<file path="src/rtl/gimli_hash_driver_if.sv">
// Signal bundle between gimli_hash_driver and its surroundings: the message
// source, one gimli_rounds_simple core, and the digest consumer.
// The master modport is the driver's view. The slave modport is the
// environment's view.
interface gimli_hash_driver_if;
    // Message word stream into the driver
    logic [127:0] msg_din;
    logic [4:0]   msg_din_size;
    logic         msg_din_last;
    logic         msg_din_valid;
    logic         msg_din_ready;
    // Command stream from the driver to the core
    logic [2:0]   core_oper;
    logic [127:0] core_din;
    logic [4:0]   core_din_size;
    logic         core_din_valid;
    logic         core_din_ready;
    // Squeeze data from the core
    logic [127:0] core_dout;
    logic [4:0]   core_dout_size;
    logic         core_dout_valid;
    logic         core_dout_ready;
    // Digest beats to the consumer
    logic [127:0] hash_dout;
    logic         hash_dout_valid;
    logic         hash_dout_last;
    logic         hash_dout_ready;

    modport master (
        input  msg_din, msg_din_size, msg_din_last, msg_din_valid,
        output msg_din_ready,
        output core_oper, core_din, core_din_size, core_din_valid,
        input  core_din_ready,
        input  core_dout, core_dout_size, core_dout_valid,
        output core_dout_ready,
        output hash_dout, hash_dout_valid, hash_dout_last,
        input  hash_dout_ready
    );

    modport slave (
        output msg_din, msg_din_size, msg_din_last, msg_din_valid,
        input  msg_din_ready,
        input  core_oper, core_din, core_din_size, core_din_valid,
        output core_din_ready,
        output core_dout, core_dout_size, core_dout_valid,
        input  core_dout_ready,
        input  hash_dout, hash_dout_valid, hash_dout_last,
        output hash_dout_ready
    );
endinterface

</file>
<file path="src/rtl/gimli_hash_driver.sv">
// Gimli-Hash command initiator. It turns a 128-bit message word stream into
// the core command sequence: zero init, absorb, optional empty pad block, and
// squeezes. It forwards the core's squeeze output as DIGEST_BEATS digest beats.
module gimli_hash_driver #(
    parameter int DIGEST_BEATS = 2
) (
    input  logic                       clk,
    input  logic                       arstn,
    gimli_hash_driver_if.master        bus,
    output logic                       busy
);
    typedef enum logic [3:0] {
        S_IDLE,
        S_INIT0,
        S_INIT1,
        S_INIT2,
        S_ABSORB,
        S_PAD,
        S_SQZ,
        S_SQZL,
        S_DRAIN
    } state_t;

    localparam logic [2:0] OP_ABSORB = 3'b000;
    localparam logic [2:0] OP_SQZ    = 3'b011;
    localparam logic [2:0] OP_INIT0  = 3'b100;
    localparam logic [2:0] OP_INIT1  = 3'b101;
    localparam logic [2:0] OP_INIT2  = 3'b110;
    localparam logic [2:0] OP_SQZL   = 3'b111;

    localparam logic [3:0] LAST_BEAT = 4'(DIGEST_BEATS - 1);
    // A single-beat digest needs no plain squeeze and goes straight to the final one.
    localparam state_t SQZ_FIRST = (DIGEST_BEATS == 1) ? S_SQZL : S_SQZ;

    state_t     state;
    state_t     state_next;
    logic [3:0] beat_cnt;
    logic [3:0] out_cnt;
    logic       cmd_fire;
    logic       hash_fire;
    logic       drain_done;
    logic       unused_dout_size;

    assign cmd_fire   = bus.core_din_valid && bus.core_din_ready;
    assign hash_fire  = bus.hash_dout_valid && bus.hash_dout_ready;
    assign drain_done = hash_fire && bus.hash_dout_last;

    // The core reports a size on its output, but every digest beat is a full 128 bits.
    assign unused_dout_size = ^bus.core_dout_size;

    // State register; a reset aborts any hash in progress.
    always_ff @(posedge clk) begin
        // NOTE: Sequential state uses non-blocking assignments so that every
        // register samples values from before the edge. This keeps the update
        // independent of the order in which the processes run.
        if (arstn) begin
            state <= S_IDLE;
        end else begin
            state <= state_next;
        end
    end

    // Squeeze counter and digest beat counter; they advance independently.
    always_ff @(posedge clk) begin
        if (arstn) begin
            beat_cnt <= 4'd0;
            out_cnt  <= 4'd0;
        end else begin
            if (state == S_DRAIN && drain_done) begin
                beat_cnt <= 4'd0;
            end else if (state == S_SQZ && cmd_fire) begin
                beat_cnt <= beat_cnt + 4'd1;
            end
            if (hash_fire) begin
                out_cnt <= bus.hash_dout_last ? 4'd0 : out_cnt + 4'd1;
            end
        end
    end

    // Next-state logic: every command state advances only when the core accepts the command.
    always_comb begin
        // NOTE: Holding the current state as a default covers every path
        // through the case. This keeps the block purely combinational, so no
        // latch is inferred.
        state_next = state;
        case (state)
            S_IDLE:   if (bus.msg_din_valid) state_next = S_INIT0;
            S_INIT0:  if (cmd_fire) state_next = S_INIT1;
            S_INIT1:  if (cmd_fire) state_next = S_INIT2;
            S_INIT2:  if (cmd_fire) state_next = S_ABSORB;
            S_ABSORB: begin
                if (cmd_fire && bus.msg_din_last) begin
                    state_next = (bus.msg_din_size == 5'd16) ? S_PAD : SQZ_FIRST;
                end
            end
            S_PAD:    if (cmd_fire) state_next = SQZ_FIRST;
            S_SQZ: begin
                if (cmd_fire && (beat_cnt + 4'd1) == LAST_BEAT) state_next = S_SQZL;
            end
            S_SQZL:   if (cmd_fire) state_next = S_DRAIN;
            S_DRAIN:  if (drain_done) state_next = S_IDLE;
            default:  state_next = S_IDLE;
        endcase
    end

    // Command outputs decoded from the state; the absorb state passes the message stream through.
    always_comb begin
        bus.core_oper      = OP_ABSORB;
        bus.core_din       = '0;
        bus.core_din_size  = 5'd16;
        bus.core_din_valid = 1'b0;
        bus.msg_din_ready  = 1'b0;
        case (state)
            S_INIT0: begin
                bus.core_oper      = OP_INIT0;
                bus.core_din_valid = 1'b1;
            end
            S_INIT1: begin
                bus.core_oper      = OP_INIT1;
                bus.core_din_valid = 1'b1;
            end
            S_INIT2: begin
                bus.core_oper      = OP_INIT2;
                bus.core_din_valid = 1'b1;
            end
            S_ABSORB: begin
                bus.core_din       = bus.msg_din;
                bus.core_din_size  = bus.msg_din_last ? bus.msg_din_size : 5'd16;
                bus.core_din_valid = bus.msg_din_valid;
                bus.msg_din_ready  = bus.core_din_ready;
            end
            S_PAD: begin
                bus.core_din_size  = 5'd0;
                bus.core_din_valid = 1'b1;
            end
            S_SQZ: begin
                bus.core_oper      = OP_SQZ;
                bus.core_din_valid = 1'b1;
            end
            S_SQZL: begin
                bus.core_oper      = OP_SQZL;
                bus.core_din_valid = 1'b1;
            end
            default: begin
                bus.core_din_valid = 1'b0;
            end
        endcase
    end

    // The digest path is a straight pass-through of the core output.
    assign bus.hash_dout       = bus.core_dout;
    assign bus.hash_dout_valid = bus.core_dout_valid;
    assign bus.core_dout_ready = bus.hash_dout_ready;
    assign bus.hash_dout_last  = (out_cnt == LAST_BEAT);
    assign busy                = (state != S_IDLE);

endmodule

</file>
<file path="src/flat_wrapper.sv">
// flat-port wrapper written by rule: the top's interface ports become plain ports
module gimli_hash_driver_flat 
#(
    parameter int DIGEST_BEATS = 2
)
  (clk, arstn, busy, bus_msg_din, bus_msg_din_size, bus_msg_din_last, bus_msg_din_valid, bus_msg_din_ready, bus_core_oper, bus_core_din, bus_core_din_size, bus_core_din_valid, bus_core_din_ready, bus_core_dout, bus_core_dout_size, bus_core_dout_valid, bus_core_dout_ready, bus_hash_dout, bus_hash_dout_valid, bus_hash_dout_last, bus_hash_dout_ready);
  gimli_hash_driver_if bus_i ();
  input  logic clk;
  input  logic arstn;
  output logic busy;
  input wire logic [$bits(bus_i.msg_din)-1:0] bus_msg_din;
  input wire logic [$bits(bus_i.msg_din_size)-1:0] bus_msg_din_size;
  input wire logic [$bits(bus_i.msg_din_last)-1:0] bus_msg_din_last;
  input wire logic [$bits(bus_i.msg_din_valid)-1:0] bus_msg_din_valid;
  output wire logic [$bits(bus_i.msg_din_ready)-1:0] bus_msg_din_ready;
  output wire logic [$bits(bus_i.core_oper)-1:0] bus_core_oper;
  output wire logic [$bits(bus_i.core_din)-1:0] bus_core_din;
  output wire logic [$bits(bus_i.core_din_size)-1:0] bus_core_din_size;
  output wire logic [$bits(bus_i.core_din_valid)-1:0] bus_core_din_valid;
  input wire logic [$bits(bus_i.core_din_ready)-1:0] bus_core_din_ready;
  input wire logic [$bits(bus_i.core_dout)-1:0] bus_core_dout;
  input wire logic [$bits(bus_i.core_dout_size)-1:0] bus_core_dout_size;
  input wire logic [$bits(bus_i.core_dout_valid)-1:0] bus_core_dout_valid;
  output wire logic [$bits(bus_i.core_dout_ready)-1:0] bus_core_dout_ready;
  output wire logic [$bits(bus_i.hash_dout)-1:0] bus_hash_dout;
  output wire logic [$bits(bus_i.hash_dout_valid)-1:0] bus_hash_dout_valid;
  output wire logic [$bits(bus_i.hash_dout_last)-1:0] bus_hash_dout_last;
  input wire logic [$bits(bus_i.hash_dout_ready)-1:0] bus_hash_dout_ready;
  assign bus_i.msg_din = bus_msg_din;
  assign bus_i.msg_din_size = bus_msg_din_size;
  assign bus_i.msg_din_last = bus_msg_din_last;
  assign bus_i.msg_din_valid = bus_msg_din_valid;
  assign bus_msg_din_ready = bus_i.msg_din_ready;
  assign bus_core_oper = bus_i.core_oper;
  assign bus_core_din = bus_i.core_din;
  assign bus_core_din_size = bus_i.core_din_size;
  assign bus_core_din_valid = bus_i.core_din_valid;
  assign bus_i.core_din_ready = bus_core_din_ready;
  assign bus_i.core_dout = bus_core_dout;
  assign bus_i.core_dout_size = bus_core_dout_size;
  assign bus_i.core_dout_valid = bus_core_dout_valid;
  assign bus_core_dout_ready = bus_i.core_dout_ready;
  assign bus_hash_dout = bus_i.hash_dout;
  assign bus_hash_dout_valid = bus_i.hash_dout_valid;
  assign bus_hash_dout_last = bus_i.hash_dout_last;
  assign bus_i.hash_dout_ready = bus_hash_dout_ready;
  gimli_hash_driver #(.DIGEST_BEATS(DIGEST_BEATS)) u_core (.clk(clk), .arstn(arstn), .bus(bus_i), .busy(busy));
endmodule
</file>
<file path="config.mk">
export PLATFORM = sky130hd
export DESIGN_NAME = gimli_hash_driver_flat
export DESIGN_NICKNAME = d
export VERILOG_FILES = /design/src/rtl/gimli_hash_driver_if.sv /design/src/rtl/gimli_hash_driver.sv /design/src/flat_wrapper.sv
export SDC_FILE = /design/constraint.sdc
export NUM_CORES = 1
export LEC_CHECK = 0
export ABC_AREA = 1
export BUFFER_PORTS_ARGS = -buffer_cell sky130_fd_sc_hd__buf_2
export CAP_MARGIN = 15
export CORE_AREA = 4 4 207 209
export CTS_CLUSTER_SIZE = 40
export DETAILED_ROUTE_END_ITERATION = 7
export DIE_AREA = 0 0 211 213
export HOLD_SLACK_MARGIN = 0.12
export REMOVE_ABC_BUFFERS = 1
export SLEW_MARGIN = 20
export SYNTH_ARGS = -nofsm -noshare
export SYNTH_HDL_FRONTEND = slang
export SYNTH_SLANG_ARGS = --single-unit
</file>
<file path="constraint.sdc">
create_clock -name clk -period 1.7 [get_ports clk]
set_input_delay 0.085 -clock clk [delete_from_list [all_inputs] [get_ports clk]]
set_output_delay 0.085 -clock clk [all_outputs]
set_load 0.02 [all_outputs]
</file>
Word-level counts from Yosys, hierarchy flattened:

Cells that the tools add are included.

* bits of input ports: 273
* logic and storage cells: 55
* register bits: 12

* equality and inequality tests: 20
* reduce and logical (&&, ||, !) cells: 12
* add/subtract/negate cells: 2
* mux-type cells: 18

Operator list (number)
* two-way mux 128 bit: 1
* two-way mux 4 bit: 10
* case mux 4 bit (9 select lines): 1
* equality test 4 x 3 -> 1 bit, second input constant: 4
* case mux 3 bit (5 select lines): 1
* inequality test 2 x 1 -> 1 bit, second input constant: 7
* equality test 4 x 1 -> 1 bit, second input constant: 3
* case mux 5 bit (2 select lines): 1
* AND reduction 9 bit: 1
* adder 4 x 1 -> 4 bit, second input constant: 2
* equality test 4 x 2 -> 1 bit, second input constant: 2
* logical AND 1 bit: 7
* OR reduction 6 bit: 1
* equality test 5 bit, second input constant: 1
* two-way mux 5 bit: 1
* equality test 4 bit, second input constant: 1
* logical NOT 4 bit: 1
* inequality test 2 bit, second input constant: 2
* nonzero test 4 bit: 1
* two-way mux 2 bit: 1
* case mux 1 bit (2 select lines): 1
* OR reduction 2 bit: 1
* two-way mux 1 bit: 1

Logic depth before layout (Yosys ltp):

* depth in word-level cells: 7
* gate-level depth with buffers: 11
* gate-level depth less buffers: 11

Worst setup path before layout:

OpenSTA, ideal clock, no wires.

* kind: reg2out
* start point: register u_core.state[2]
* end point: output port bus_core_din_size[0]
* buffers on the path: 1
* data arrival time: 1402 ps
* data required time: 1615 ps
* slack: 213 ps
* stages on the path, launching flop included: 8
* cells stage by stage: dfxtp_1 inv_2 nor2_4 inv_4 nor2_8 inv_2 buf_6 nor3_1

* word-level cells in the longest chain between the ends: 2
* elaborated cells between the ends (all ways): 3
* classes of those cells: 2 x eq/ne; 1 x mux

Ends and longest elaborated chain
* start: declaration: RTL line gimli_hash_driver.sv:35 `state_t state;`
* start signal: assignment: RTL line gimli_hash_driver.sv:59 `state <= state_next;`
* equality test 4 x 3 -> 1 bit: RTL line gimli_hash_driver.sv:113 `case (state)`
* case mux 5 bit (2 select lines) (*): RTL line gimli_hash_driver.sv:113
* end: declaration: RTL line flat_wrapper.sv:18 `output wire logic [$bits(bus_i.core_din_size)-1:0] bus_core_din_size;`

Mark *: on every way between the ends. The rest lies on a longest branch, timed or not.

Worst setup path in the final report:

* start point: register u_core.state[3]
* end point: output port bus_core_din_size[0]

The elaborated chain is that of the path after synthesis.

==> run metrics <==
MaxCap Viol Count=0; GRT Total Usage=17.8%; initial antenna violation count=32; synth warn=0; Worst EP required=1620 ps; H-tree depth=1; Post-DRT Antenna Nets=0; Die Span Y=213 um; Worst setup EP type=primary output; Setup Skew=2.62 ps; CTS root buffer=clkbuf_16; Async S/R FF share, synth=0%; Setup CP Type=register to primary output; Max Slew Vio Count=0; post-place setup slack=123 ps; dominant cell type by area after synthesis=buf_4; clock tree buffer depth=2; Setup TNS=0 ps; Startpoint Class=register; Slew @ Worst Pin=323 ps; period utilisation layout=97.9%; CP startpoint=u_core.state[3]; port bufs=281; ys flop type=dfxtp_1; Worst-path clk slew=50 ps; hold crit path type=primary input to primary output; max_slew headroom=78.4%; Worst VDD drop=0.000354 V; die width=211 um; Routed WL=42600 um; Placer Congestion=0.874; largest fanout on the critical path=23; TritonCTS Buffers=3; sequential share of the synthesized area=6.79%; most frequent cell after synthesis=inv_1; Critical R2R Launch=u_core.state[1]; leakage power=2.99 nW; vias in the first global route=3464; Synth Register Bits=12; die area=44900 sq um; Final setup viols=0; first-pass GRT wire length=48800 um; Setup WS post-layout=35.0 ps; Residual DRC=0; core area=40800 sq um; drt initial violations=105; Syn Inst Count=549; DR vias/cell=3.10; Final min period=1670 ps; share of post-route cells with drive strength above 1=60.1%; wire per inst=34.0 um; Synth top cells by count=inv_1 (152), buf_4 (130), nor2_1 (82); Starting Density=8.66%; unrepaired setup endpoints after global routing=true; largest cells by area after synthesis=buf_4 (28%), nor2_4 (23%), inv_1 (16%), nor2_1 (8.7%), dfxtp_1 (6.8%); distinct cell type count after synthesis=26; area share of the largest cell type after synthesis=27.6%; grt total ovfl=0; CP arrival=1580 ps; non-filler cells, final=1252; largest net degree at the start of global routing=24; Synth Cell Area=3540 sq um; Final Hold Viols=0; Clock Latency Late Sink=240 ps; PwrDens=856 nW/um^2; status=finished, final reports clean; hold_sp=bus_core_dout[106]; Layout fillers=4725; CTS sink cnt=12; first drt pass iteration count=4; IO Pins=543; CTS tree=done; Final nets=988; mean area per synthesized cell=6.44 sq um; achievable clock frequency=601 MHz; placed cells=1228; Layout area overhead=48.2%; via count=3884; HPWL after DPL=39600 um; row cnt=74; Post-synth EDFFs=0
routing by layer:
layer / GRT usage (%) / vias up / wire length (um)
met3: 28.9 / 48 / 14500
met5: 5.28 / - / 588
met1: 11.1 / 1522 / 9180
li1: - / 1736 / -
met2: 27.7 / 534 / 18300
met4: 0.335 / 44 / 84
cell usage in the layout, fill, tap and decap left out, types with 2 or more instances in the layout:
cell type,Yosys,routed
dfxtp_2,0,3
buf_12,7,8
a21oi_1,5,5
nor2_1,82,53
diode_2,0,8
buf_2,6,206
buf_4,130,76
buf_6,1,5
nor2_2,4,29
nand3_1,8,8
buf_16,0,2
a211oi_1,3,3
nor2_4,71,75
nor3_1,6,3
o21ai_0,5,5
clkbuf_16,0,4
nor3_2,0,3
inv_2,5,4
ha_1,2,2
inv_1,152,152
dfxtp_1,12,9
nand2_1,41,41
stage by stage:
step                      hold slack (ps)  utilization, %  power [mW]  instance area [sq um]
after detailed placement              170            11.3        3.47                   4610
after CTS                             170            12.0        4.29                   4890
final                                 170            12.8        4.48                   5240
after global routing                  170            12.8        4.78                   5230
after floorplan                       154               -        2.45                   2380
after global placement                170            11.3        3.46                   4610
cells by family (layout without fill, tap and decap cells):
family	Yosys count	count (layout)	synth area share (%)
AO/OA/AOI/OAI	14	14	2.30
XOR/XNOR	1	1	0.248
adder cells (fa/ha/maj)	2	2	0.708
other	0	8	0
flip-flops	12	12	6.79
AND/OR/NAND/NOR	218	218	40.4
buffers and inverters	302	465	49.6
state kept, by name (all words and copies together) (netlist names):
| name | count |
|---|---|
| u_core.state | 4 |
| u_core.beat_cnt | 4 |
| u_core.out_cnt | 4 |
cell type report:
class	count	area (sq um)	area share, %
diodes	8	20.0	0.382
clock buffers	4	88.8	1.70
inverters	158	612	11.7
multi-input cells	235	1650	31.5
flip-flops and latches	12	244	4.66
well taps	532	666	12.7
repair buffers	301	1930	36.9
repair inverters	2	27.5	0.525
power breakdown:
part	total, mW	switching (mW)	leakage, nW	internal, mW
Combinational	3.63	2.25	2.85	1.37
Sequential	0.368	0.0419	0.0988	0.326
Clock	0.488	0.132	0.0442	0.356
Total	4.48	2.43	2.99	2.05
final timing paths:
| kind | endpoint | slack, ps | depth (start not counted) |
|---|---|---|---|
| min reg2reg | u_core.beat_cnt[3] | 480 | 2 |
| min | bus_hash_dout[106] | 170 | 0 |
| max reg2reg | u_core.state[0] | 140 | 11 |
| max | bus_core_din_size[0] | 30 | 8 |
timing repair:
item / CTS / global route
pin swaps: 2 / 2
setup buffers: 6 / 1
endpoints found under the hold margin: 3 / 0
gates resized for setup: 20 / 115
gates cloned: 3 / 1
hold buffers: 1 / 0
setup endpoints to repair: 120 / 132
critical path: stages (launching register included):
cell and delay, ps:
dfxtp_2 350, nor2_4 150, inv_4 70, nor2_8 110, buf_12 140, inv_16 60, buf_12 160, nor3_2 110
buf_4 160
(Power assumes the default switching activity.)
